<file path="src/rtl/saturn_jump_unit.sv">
// Saturn jump unit: collects GOTO/GOSUB/GOVLNG/GOSBVL operand nibbles and issues a PC load.
// Define SATURN_JUMP_RSTK_EN to add the 8-entry internal return stack (i_rtn / o_rstk_top).
module saturn_jump_unit #(
  parameter int         MAX_NIBBLES     = 5,
  parameter logic [3:0] INSTR_TYPE_JUMP = 4'd4
) (
  input  logic        i_clk,
  input  logic        i_reset,
  input  logic        i_clk_en,
  input  logic [3:0]  i_phases,
  input  logic        i_bus_busy,
  input  logic [3:0]  i_nibble,
  input  logic [19:0] i_current_pc,
  input  logic [3:0]  i_instr_type,
  input  logic        i_instr_execute,
  input  logic [2:0]  i_jump_length,
  input  logic [1:0]  i_jump_mode,
  input  logic        i_push_pc,
  output logic [19:0] o_target_pc,
  output logic        o_load_pc,
  output logic        o_push_valid,
  output logic [19:0] o_push_addr,
  output logic        o_busy,
  output logic        o_error
`ifdef SATURN_JUMP_RSTK_EN
  ,
  output logic [19:0] o_rstk_top,
  input  logic        i_rtn
`endif
);

  typedef enum logic [1:0] {
    ST_IDLE    = 2'd0,
    ST_COLLECT = 2'd1,
    ST_RESOLVE = 2'd2
  } state_t;

  state_t      state_r;
  logic [2:0]  cnt_r;
  logic [2:0]  len_r;
  logic [1:0]  mode_r;
  logic        push_r;
  logic [19:0] acc_r;
  logic [19:0] field_start_r;

  logic        arm_s;
  logic        bad_s;
  logic [2:0]  n_s;
  logic [4:0]  shamt_s;
  logic [19:0] mask_s;
  logic        sign_s;
  logic [19:0] off_s;
  logic [19:0] push_addr_s;
  logic [19:0] target_s;
  logic        phase_unused_s;

  assign phase_unused_s = &{1'b0, i_phases[1:0]};

  assign arm_s   = i_instr_execute && (i_instr_type == INSTR_TYPE_JUMP);
  assign bad_s   = (({1'b0, i_jump_length} + 4'd1) > 4'(MAX_NIBBLES)) || (i_jump_mode == 2'd3);
  assign n_s     = len_r + 3'd1;
  assign shamt_s = {n_s, 2'b00};
  assign mask_s  = 20'hFFFFF << shamt_s;
  assign sign_s  = acc_r[shamt_s - 5'd1];

  // Target and return-address arithmetic, all modulo 2^20
  always_comb begin
    off_s       = sign_s ? (acc_r | mask_s) : (acc_r & ~mask_s);
    push_addr_s = field_start_r + {17'd0, n_s};
    target_s    = 20'd0;
    case (mode_r)
      2'd0:    target_s = field_start_r + off_s;
      2'd1:    target_s = push_addr_s + off_s;
      2'd2:    target_s = acc_r;
      default: target_s = 20'd0;
    endcase
  end

`ifdef SATURN_JUMP_RSTK_EN
  logic [19:0] rstk_r [8];
  logic        push_now_s;
  logic        pop_now_s;

  assign push_now_s = (state_r == ST_RESOLVE) && i_phases[3] && push_r;
  assign pop_now_s  = (state_r == ST_IDLE) && i_rtn && !arm_s;
  assign o_rstk_top = rstk_r[0];

  // Return stack as a shift register; entry 0 is the top, zeros fill from the bottom
  always_ff @(posedge i_clk) begin
    if (i_reset) begin
      for (int i = 0; i < 8; i++) rstk_r[i] <= 20'd0;
    end else if (i_clk_en) begin
      if (push_now_s) begin
        for (int i = 7; i > 0; i--) rstk_r[i] <= rstk_r[i-1];
        rstk_r[0] <= push_addr_s;
      end else if (pop_now_s) begin
        for (int i = 0; i < 7; i++) rstk_r[i] <= rstk_r[i+1];
        rstk_r[7] <= 20'd0;
      end
    end
  end
`endif

  // Control FSM with registered pulse/status outputs
  always_ff @(posedge i_clk) begin
    if (i_reset) begin
      state_r       <= ST_IDLE;
      cnt_r         <= 3'd0;
      len_r         <= 3'd0;
      mode_r        <= 2'd0;
      push_r        <= 1'b0;
      acc_r         <= 20'd0;
      field_start_r <= 20'd0;
      o_target_pc   <= 20'd0;
      o_load_pc     <= 1'b0;
      o_push_valid  <= 1'b0;
      o_push_addr   <= 20'd0;
      o_busy        <= 1'b0;
      o_error       <= 1'b0;
    end else if (i_clk_en) begin
      o_load_pc    <= 1'b0;
      o_push_valid <= 1'b0;
      case (state_r)
        ST_IDLE: begin
          if (arm_s) begin
            if (bad_s) begin
              o_error <= 1'b1;
            end else begin
              len_r   <= i_jump_length;
              mode_r  <= i_jump_mode;
              push_r  <= i_push_pc;
              cnt_r   <= 3'd0;
              acc_r   <= 20'd0;
              o_busy  <= 1'b1;
              state_r <= ST_COLLECT;
            end
          end
`ifdef SATURN_JUMP_RSTK_EN
          else if (i_rtn) begin
            o_target_pc <= rstk_r[0];
            o_load_pc   <= 1'b1;
          end
`endif
        end
        ST_COLLECT: begin
          if (i_phases[2] && !i_bus_busy) begin
            acc_r[{cnt_r, 2'b00} +: 4] <= i_nibble;
            if (cnt_r == 3'd0) field_start_r <= i_current_pc;
            cnt_r <= cnt_r + 3'd1;
            if (cnt_r == len_r) state_r <= ST_RESOLVE;
          end
        end
        ST_RESOLVE: begin
          if (i_phases[3]) begin
            o_target_pc  <= target_s;
            o_push_addr  <= push_addr_s;
            o_load_pc    <= 1'b1;
            o_push_valid <= push_r;
            o_busy       <= 1'b0;
            state_r      <= ST_IDLE;
          end
        end
        default: state_r <= ST_IDLE;
      endcase
    end
  end

endmodule

</file>
<file path="config.mk">
export PLATFORM = sky130hd
export DESIGN_NAME = saturn_jump_unit
export DESIGN_NICKNAME = d
export VERILOG_FILES = /design/src/rtl/saturn_jump_unit.sv
export SDC_FILE = /design/constraint.sdc
export NUM_CORES = 1
export LEC_CHECK = 0
export ABC_AREA = 1
export ABC_CLOCK_PERIOD_IN_PS = 4950
export CAP_MARGIN = 15
export CORE_MARGIN = 10
export CORE_UTILIZATION = 50
export DETAILED_ROUTE_END_ITERATION = 12
export PLACE_DENSITY = 0.74
export SETUP_SLACK_MARGIN = 0.2
export SLEW_MARGIN = 20
export SYNTH_ARGS = -nofsm -noshare
export SYNTH_HDL_FRONTEND = slang
export SYNTH_SLANG_ARGS = --single-unit
export TNS_END_PERCENT = 1
</file>
<file path="constraint.sdc">
create_clock -name i_clk -period 4.95 [get_ports i_clk]
set_input_delay 0.99 -clock i_clk [delete_from_list [all_inputs] [get_ports i_clk]]
set_output_delay 0.99 -clock i_clk [all_outputs]
set_load 0.01 [all_outputs]
</file>
# After elaboration in Yosys (flattened, before gate mapping)
# Index checks and enable logic that the tools add are counted.
dict set report totals {
  ff_bits 95
  output_inout_bits 44
  elab_cells 85
}
dict set report op_classes {
  add_sub_neg 8
  order_cmp 2
  n_eq_ne 12
  shifts 3
  muxes 27
  bitwise 4
  reduce_logical 16
}
# operator count
set op_table {}
lappend op_table {{20-bit 2-to-1 mux} 4}
lappend op_table {{20-bit case mux with 3 select lines} 1}
lappend op_table {{20-bit adder} 2}
lappend op_table {{20-bit case mux with 2 select lines} 1}
lappend op_table {{20-bit by 3-bit adder with 20-bit output} 1}
lappend op_table {{20-bit bitwise AND} 1}
lappend op_table {{20-bit bitwise mux} 1}
lappend op_table {{20-bit inverter} 1}
lappend op_table {{20-bit OR} 1}
lappend op_table {{4-bit by 7-bit variable shift with 20-bit output (first input constant)} 1}
lappend op_table {{4-bit by 7-bit variable part select with 20-bit output} 1}
lappend op_table {{20-bit by 5-bit << shifter with 20-bit output (first input constant)} 1}
lappend op_table {{4-bit AND reduction} 3}
lappend op_table {{2-bit 2-to-1 mux} 5}
lappend op_table {{2-bit inequality test (second input constant)} 5}
lappend op_table {{5-bit AND reduction} 2}
lappend op_table {{3-bit 2-to-1 mux} 3}
lappend op_table {{1-bit 2-to-1 mux} 8}
lappend op_table {{5-bit negator with 7-bit output} 1}
lappend op_table {{3-bit by 1-bit adder with 3-bit output (second input constant)} 2}
lappend op_table {{2-bit == test (second input constant)} 3}
lappend op_table {{5-bit by 6-bit < comparator with 1-bit output (second input constant)} 1}
lappend op_table {{2-bit case mux with 3 select lines} 1}
lappend op_table {{3-bit case mux with 2 select lines} 1}
lappend op_table {{other kinds (17)} 21}

# Longest topological paths before layout
# Gate-level depths: netlist of the first run.
dict set report depth {
  word_depth 7
  ltp_mapped 26
  ltp_nobuf 25
}

# Worst setup path after synthesis of the first run
# Ideal clock, no wire load.
dict set report synth_timing {
  kind {flip-flop to flip-flop}
  from {reg len_r[1]}
  to {reg o_target_pc[19]}
  setup_ns 0.066
  t_arrival_ns 3.619
  path_slack_ns 1.265
  path_stages_with_launch 27
  n_path_buf 1
  period_less_slack_ns 3.685
  path_cell_list {dfxtp_1 ha_1 inv_1 ha_1 clkbuf_1 inv_1 ha_1 nand2_1 a21oi_2 nand2_1 nor2_2 nand4_1 clkinv_1 nand2_1 o21ai_1 o21ai_0 ha_1 nand2_1 inv_1 nand2_1 nor3_1 nand4_1 nand3_1 inv_1 nand3_1 nand3_1 a21oi_2}
}
dict set report synth_between {
  elab_chain_cells 7
}
# item line
set synth_lines {}
lappend synth_lines {{start: declaration} 40} ;# logic [2:0] len_r;
lappend synth_lines {{start signal: assignment} 129} ;# len_r <= i_jump_length;
lappend synth_lines {{3-bit by 1-bit adder with 3-bit output (*)} 61} ;# assign n_s = len_r + 3'd1;
lappend synth_lines {{5-bit by 1-bit subtractor with 5-bit output or 20-bit by 5-bit << shifter with 20-bit output (tied branches)} {64, 63}}
lappend synth_lines {{1-bit binary-select mux with 5-bit select or 20-bit inverter (tied branches)} {64, 68}}
lappend synth_lines {{1-bit 2-to-1 mux (not written as such) or 20-bit bitwise AND (tied branches)} {64, 68}}
lappend synth_lines {{20-bit 2-to-1 mux} 68} ;# off_s = sign_s ? (acc_r | mask_s) : (acc_r & ~mask_s);
lappend synth_lines {{20-bit adder (on tied branches)} {73, 72}}
lappend synth_lines {{20-bit case mux with 3 select lines (*)} 71} ;# case (mode_r)
lappend synth_lines {{end signal: assignment} 155} ;# o_target_pc <= target_s;
lappend synth_lines {{end: declaration} 19} ;# output logic [19:0] o_target_pc,
# Mark *: on every way between the ends. The rest lies on a longest branch, timed or not. The select of a mux whose other input is x is not followed.
# A chain may end at the register's enable or synchronous reset.

# Worst setup path in the final report of the first run
dict set report layout_timing {
  from {reg len_r[0]}
  to {reg o_target_pc[13]}
}
# The elaborated chain is that of the path after synthesis.

==> results of run 1 <==
==> timing repair <==
action,4_1_cts,5_1_grt
resized for setup,0,2
setup buffers,0,1
endpoints found under the setup margin,0,2
==> kinds of logic after synthesis <==
| kind of cell | count (synthesis) | share of synthesized area, % |
|---|---|---|
| AND/OR/NAND/NOR | 378 | 28.0 |
| XOR/XNOR | 14 | 2.04 |
| adder cells (fa/ha/maj) | 32 | 6.92 |
| buffers and inverters | 130 | 9.12 |
| flip-flops | 95 | 31.7 |
| AO/OA/AOI/OAI | 246 | 22.2 |
==> placed cells by master (no fill, tap or decap), types with 2 or more instances in the layout <==
cell type        instances
clkinv_2                 2
clkinv_1                 2
nor3_2                   3
nor3_1                   6
a21oi_2                  7
inv_2                   12
or2_2                    3
dfxtp_1                 95
nand2_2                  2
clkbuf_16                9
fa_1                     2
a31oi_1                  4
o21ai_0                 79
nand3_1                 43
nor2_1                 110
a22oi_1                  3
o21ai_1                 17
nor2_4                   5
xnor2_1                  3
o211ai_2                 2
inv_1                   84
ha_1                    29
clkbuf_1                 2
nand2_1                171
buf_4                    7
nor2_8                   2
o211ai_1                 6
o21ai_2                  3
a21o_1                   3
nor2_2                  13
a211oi_1                 2
nand3b_1                 5
nand4_1                 10
clkdlybuf4s50_1         84
xor2_1                  11
a21oi_1                115
==> worst max-delay path: cells and delay by family (launching register included) <==
kind | cells | cell delay, ns
buf+inv | 2 | 0.25
fa+ha+maj | 3 | 1.39
simple gates | 10 | 1.21
compound gates | 4 | 0.78
flops | 1 | 0.43
xor+xnor | 1 | 0.21
==> stage by stage <==
stage	setup WS, ns	utilization [%]	hold WS, ns	cell area, sq um	instances
2_1_floorplan	1.27	-	0.445	6010	895
3_3_place_gp	0.666	59.4	0.450	6890	1096
3_5_place_dp	0.590	59.4	0.458	6890	1096
4_1_cts	0.574	61.9	0.467	7180	1112
5_1_grt	0.225	61.9	0.501	7190	1113
6_report	0.612	61.9	0.465	7190	1113
==> power by group through the flow <==
stage / clock, W / sequential (W) / combinational [W]
2_1_floorplan: 0 / 0.000819 / 0.000146
3_3_place_gp: 0 / 0.000817 / 0.000237
3_5_place_dp: 0 / 0.000817 / 0.000239
4_1_cts: 0.000714 / 0.000799 / 0.000240
5_1_grt: 0.000749 / 0.000801 / 0.000268
6_report: 0.000709 / 0.000800 / 0.000241
==> sequential cells by signal, indices dropped and copies added (netlist names) <==
name           count
acc_r             20
field_start_r     20
o_push_addr       20
o_target_pc       20
cnt_r              3
len_r              3
mode_r             2
state_r            2
o_busy             1
o_error            1
o_load_pc          1
o_push_valid       1
push_r             1
==> routing by layer <==
layer	GRT usage (%)	vias up	share of wire (%)
met1	27.5	2700	48
met3	4.93	19	6.5
li1	-	3118	-
met4	5.95	0	1.5
met2	32.1	159	44
met5	0	-	0
==> cell type report <==
type / count / area share, %
Clock inverter: 5 / 0.783
Clock buffer: 11 / 3.24
Timing Repair Buffer: 91 / 12.4
Tap cell: 143 / 2.49
Sequential cell: 95 / 26.4
Multi-Input combinational cell: 670 / 49.5
Inverter: 98 / 5.11
==> how the worst max path moves through the flow <==
stage                     startpoint                      endpoint  slack (ns)  cells past startpoint
5_1_grt        len_r[1]$_SDFFE_PP0P_  o_target_pc[13]$_SDFFE_PP0P_        0.23                     21
3_3_place_gp   len_r[1]$_SDFFE_PP0P_  o_target_pc[19]$_SDFFE_PP0P_        0.67                     25
2_1_floorplan  len_r[1]$_SDFFE_PP0P_  o_target_pc[19]$_SDFFE_PP0P_        1.27                     26
3_5_place_dp   len_r[0]$_SDFFE_PP0P_  o_target_pc[19]$_SDFFE_PP0P_        0.59                     25
6_report       len_r[0]$_SDFFE_PP0P_  o_target_pc[13]$_SDFFE_PP0P_        0.61                     20
4_1_cts        len_r[1]$_SDFFE_PP0P_  o_target_pc[19]$_SDFFE_PP0P_        0.57                     25
==> metrics.cfg, run 1 <==
[die]
dieArea_sq_um=16800
core_area_sq_um=11600
die_w_um=130
start_util_pct=51.7
die_h_um=130
io_pins=87
core.rowCount=39

[routing]
drtIter0Drc=462
dr.pass1.iters=5
vias=5996
via_per_inst=5.39
routed_wl_um=17100
wl_per_cell_um=15.3
drc_errors=0
antenna_left=0

[timing]
period_share_pct=87.6
hold_viol=0
fmax_ghz=0.231
fin_worst_skew_ns=0.00925
rsz0062_at_grt=no
fin_crit_ns=4.34
tns_ns=0
tightest_slew_ns=0.934
slew_headroom_pct=37.7
slew_viol_final=0
setup_viol=0

[layout]
final_nets=1040
seq_area_sq_um=1900
fillers=1122
drive_gt1_share_pct=7.94
area_delta_synth_final_pct=19.7
multi_input_area_sq_um=3560
n_antenna_cell=0

[setup_path]
r2r_end=o_target_pc[13]$_SDFFE_PP0P_
cpPeakStageDelay_ns=0.49
slowest_stage=ha_1
critPathKind=reg2reg
regToRegStartpoint=len_r[0]$_SDFFE_PP0P_
crit_path_max_fanout=10
timing.critical_path.required_ns=5.24
cp_common_cell=nand2_1
worstSetupEndpointType=flop
r2r_slack_ns=0.61
reg2regPathDepth=20
setup.worst_path.start_class=flop
cp.arrival_ns=4.62
path_cells=inv_1, ha_1, fa_1, inv_1, nand2_1, a21oi_2, nand2_1, nor2_2, nand4_1, xor2_1, nand2_1, o21ai_0, ha_1, nand2_1, nor2_1, nand4_1, o21ai_0, or2_2, nand3_1, a21oi_1

[clocking]
insertion_delay_ns=0.35
path_clk_slew_ns=0.07
cts_buffers=9
cts_root_buf=clkbuf_16
holdBufCountCts=0
clock_sinks=95
cts_tree=built
cts_max_level=3
clockBufferDepth=2

[min_path]
min_to=o_busy$_SDFFE_PP0P_
hold_path_class=reg2reg
worstHoldPathCells=2
holdCritStartpoint=o_busy$_SDFFE_PP0P_

[logic_synthesis]
synth_edf_count=0
synth_top_area_share_pct=31.7
synth_nets=970
synth.most_common_cell=nand2_1
ys.flop_type=dfxtp_1
synth-seq-area-share_pct=31.7
synth_top_cell_by_area=dfxtp_1
synthTopCellsByArea=dfxtp_1, nand2_1, a21oi_1, nor2_1, o21ai_0
ys_types=46
ys_seq_elements=95
synth_commonest_cells=nand2_1, a21oi_1, nor2_1, dfxtp_1, inv_1
ys_warn_count=0
syn-cell-area_sq_um=6010
synthCells=895
async_flop_share_pct=0
syn_area_per_cell_sq_um=6.71

[place]
routabilityCongestion=0.924
dp_hpwl_um=13000
numPortBuffers=84

[pwr]
p_leak_nw=3.03
power.internal_w=0.00128
clkPwrFrac_pct=40.5
pwr-share-seq_pct=45.7
switching_power_w=0.000471
p_comb_share_pct=13.8
sw_frac_of_total_pct=26.9
max-vdd-ir-drop_mv=0.206
power_w=0.00175
power.density_nw_per_um2=243

[run_status]
run_status=finished, final reports clean

[global_route]
grt.total_usage_pct=20.5
grt_overflow=0
grt_antenna_before_repair=0
grt_pass1_wl_um=27600
grt_pass1_vias=5480
grt_max_degree=43

[flow_run]
maxCapViolCount=0

(Power assumes the default switching activity.)
==> run 2, diff against run 1 <==
- CTS_CLUSTER_SIZE: not set -> 10
- SLEW_MARGIN: 20 -> not set
==> results of run 2 <==
Final layout, timing and power as in run 1 (identical DEF).
==> run 3, diff against run 2 <==
- CORE_UTILIZATION: 50 -> 34
- PLACE_DENSITY: 0.74 -> not set
==> run 3 against run 2 <==
  * Via count decreased by 1.6%
  * Sequential share of layout area fell by 0.51 points
  * First-iteration DRC count down 15%
  * Global-route usage decreased by 5.5 points
  * Hold slack improved by 0.0034 ns
  * Core utilization fell by 20 points
  * Final area rose by 1.9%
  * Clock skew decreased by 0.0014 ns
  * Flip-flop and latch count is the same
  * Count of clock-buffer cells in the layout grew 2
  * Combinational power about the same
  * Critical path type unchanged
  * Largest cell class unchanged
==> metrics.cfg, run 3 (synthesized netlist as in run 1, its figures left out) <==
[timing]
tns_ns=0  ; unchanged
tightest_slew_ns=1.02  ; +0.0872 ns
setup_viol=0  ; unchanged
fin_worst_skew_ns=0.00784  ; -0.00141 ns
hold_viol=0  ; unchanged
slew_viol_final=0  ; unchanged
fmax_ghz=0.233  ; +0.90%
slew_headroom_pct=31.9  ; -5.8 points
rsz0062_at_grt=no
period_share_pct=86.9  ; -0.78 points
fin_crit_ns=4.30  ; -0.0388 ns

[place]
dpl_cell_area_sq_um=7000  ; +1.6%
dp_hpwl_um=14100  ; +8.5%
routabilityCongestion=0.883  ; -4.4%
numPortBuffers=84  ; unchanged

[routing]
via_per_inst=4.93  ; -8.4%
drtIter0Drc=393  ; -15%
wl_per_cell_um=15.2  ; -1.0%
dr.pass1.iters=5  ; unchanged
drc_errors=0  ; unchanged
routed_wl_um=18200  ; +6.4%
vias=5901  ; -1.6%
antenna_left=0  ; unchanged

[min_path]
hold_path_class=reg2reg
worstHoldPathCells=2  ; unchanged
holdCritStartpoint=o_push_valid$_SDFFE_PP0P_
min_to=o_push_valid$_SDFFE_PP0P_

[setup_path]
crit_family=adder cells
reg2regPathDepth=23  ; +15%
setup.worst_path.start_class=flop
path_cells=ha_1, inv_1, ha_2, inv_1, ha_1, nand2_1, a21oi_2, nand2_1, nor2_2, nand4_1, xor2_1, nand2_1, o21ai_0, ha_1, nand2_1, inv_1, nand2_1, nand2_1, a21oi_1, o21ai_0, or2_2, nand3_1, a21oi_1
regToRegStartpoint=len_r[1]$_SDFFE_PP0P_
cp.arrival_ns=4.55  ; -0.07 ns
critPathLaunch=len_r[1]$_SDFFE_PP0P_
critPathKind=reg2reg
cp_common_cell=nand2_1
slowest_stage=dfxtp_1
r2r_slack_ns=0.65  ; +0.04 ns
timing.critical_path.required_ns=5.20  ; -0.04 ns
worstSetupEndpointType=flop
cpPeakStageDelay_ns=0.43  ; -0.06 ns
r2r_end=o_target_pc[13]$_SDFFE_PP0P_
crit_path_max_fanout=8  ; -2
critPathBufInv=3  ; +1

[layout]
final_common_cell=nand2_1
area_delta_synth_final_pct=22.1
final_cell_mix=nand2_1, a21oi_1, nor2_1
drive_gt1_share_pct=8.24  ; +0.30 points
fin_area_sq_um=7330  ; +1.9%
n_antenna_cell=0  ; unchanged
final_nets=1042  ; +0.19%

[pwr]
power.density_nw_per_um2=243  ; about the same
pwr-share-seq_pct=44.9  ; -0.8 points
sw_frac_of_total_pct=26.1  ; -0.85 points
switching_power_w=0.000465  ; -1.3%
power.internal_w=0.00132  ; +3.1%
p_leak_nw=3.05  ; +0.63%
max-vdd-ir-drop_mv=0.155  ; -25%
p_comb_share_pct=13.6  ; -0.2 points
clkPwrFrac_pct=41.6  ; +1.1 points
power_w=0.00178  ; +1.9%

[die]
core_area_sq_um=17300  ; +49%
dieArea_sq_um=23400  ; +39%
die_w_um=153  ; +18%
core.rowCount=48  ; +23%
die_h_um=153  ; +18%
io_pins=87  ; unchanged
start_util_pct=34.7  ; -17 points

[clocking]
cts_max_level=3  ; unchanged
clockBufferDepth=2  ; unchanged
cts_tree=built
cts_buffers=9  ; unchanged
clock_sinks=95  ; unchanged
insertion_delay_ns=0.35  ; about the same
holdBufCountCts=0  ; unchanged
path_clk_slew_ns=0.07  ; about the same
cts_root_buf=clkbuf_16

[global_route]
grt.total_usage_pct=15.0  ; -5.5 points
grt_pass1_wl_um=29100  ; +5.4%
grt_max_degree=36  ; -16%
grt_pass1_vias=5459  ; -0.38%
grt_antenna_before_repair=0  ; unchanged
grt_overflow=0  ; unchanged

[run_status]
run_status=finished, final reports clean

[flow_run]
maxCapViolCount=0  ; unchanged

run 3: cell types whose count changed in the layout (fill, tap and decap cells not counted), sizes merged:
cell	delta
buf	+2
inv	-1
clkinvlp	-1
clkbuf	+2
clkinv	-1
run 3: timing repair:
item                       4_1_cts  5_1_grt
setup endpoints to repair        0        1
gates resized for setup          0        2
buffers inserted                 0        2
run 3: metal layers:
| layer | GRT usage [%] | vias to the layer above | wire length, um |
|---|---|---|---|
| li1 | - | 3113 | - |
| met1 | 19.7 | 2647 | 8810 |
| met2 | 23.9 | 123 | 8210 |
| met3 | 3.65 | 18 | 896 |
| met4 | 4.27 | 0 | 240 |
| met5 | 0 | - | 0 |
run 3: power groups by stage:
| stage | sequential (W) | clock [W] | combinational, W |
|---|---|---|---|
| finish | 0.000800 | 0.000742 | 0.000242 |
| global route | 0.000802 | 0.000781 | 0.000269 |
| CTS | 0.000800 | 0.000750 | 0.000243 |
| detailed placement | 0.000817 | 0 | 0.000242 |
| global placement | 0.000817 | 0 | 0.000242 |
| floorplan | 0.000819 | 0 | 0.000146 |
run 3: worst reg2reg max path, cell delays in order (launching register included):
cell and delay (ns):
dfxtp_1 0.43, ha_1 0.22, inv_1 0.07, ha_2 0.42, inv_1 0.14, ha_1 0.31
nand2_1 0.08, a21oi_2 0.17, nand2_1 0.08, nor2_2 0.14, nand4_1 0.23, xor2_1 0.22
nand2_1 0.06, o21ai_0 0.15, ha_1 0.39, nand2_1 0.13, inv_1 0.08, nand2_1 0.06
nand2_1 0.06, a21oi_1 0.13, o21ai_0 0.17, or2_2 0.30, nand3_1 0.07, a21oi_1 0.07
run 3: per-stage QoR:
step                      cells  setup WS (ns)  utilization (%)  hold WS [ns]
after floorplan             895           1.27                -         0.445
after global placement     1179          0.612             40.5         0.453
after detailed placement   1179          0.572             40.5         0.463
after CTS                  1194          0.552             42.3         0.474
after global routing       1196          0.262             42.4         0.484
final                      1196          0.651             42.4         0.468
run 3: final cells by class:
class,count,area (sq um)
clock inverters,2,38.8
flip-flops and latches,95,1900
fillers,1859,9960
clock buffers,13,270
well taps,225,282
inverters,98,368
repair buffers,93,908
multi-input cells,670,3560
run 3: how the worst max path moves through the flow:
stage,slack (ns),end,cells past startpoint
floorplan,1.27,o_target_pc[19]$_SDFFE_PP0P_,26
CTS,0.55,o_target_pc[19]$_SDFFE_PP0P_,25
finish,0.65,o_target_pc[13]$_SDFFE_PP0P_,23
global placement,0.61,o_target_pc[19]$_SDFFE_PP0P_,25
detailed placement,0.57,o_target_pc[19]$_SDFFE_PP0P_,25
global route,0.26,o_target_pc[19]$_SDFFE_PP0P_,25
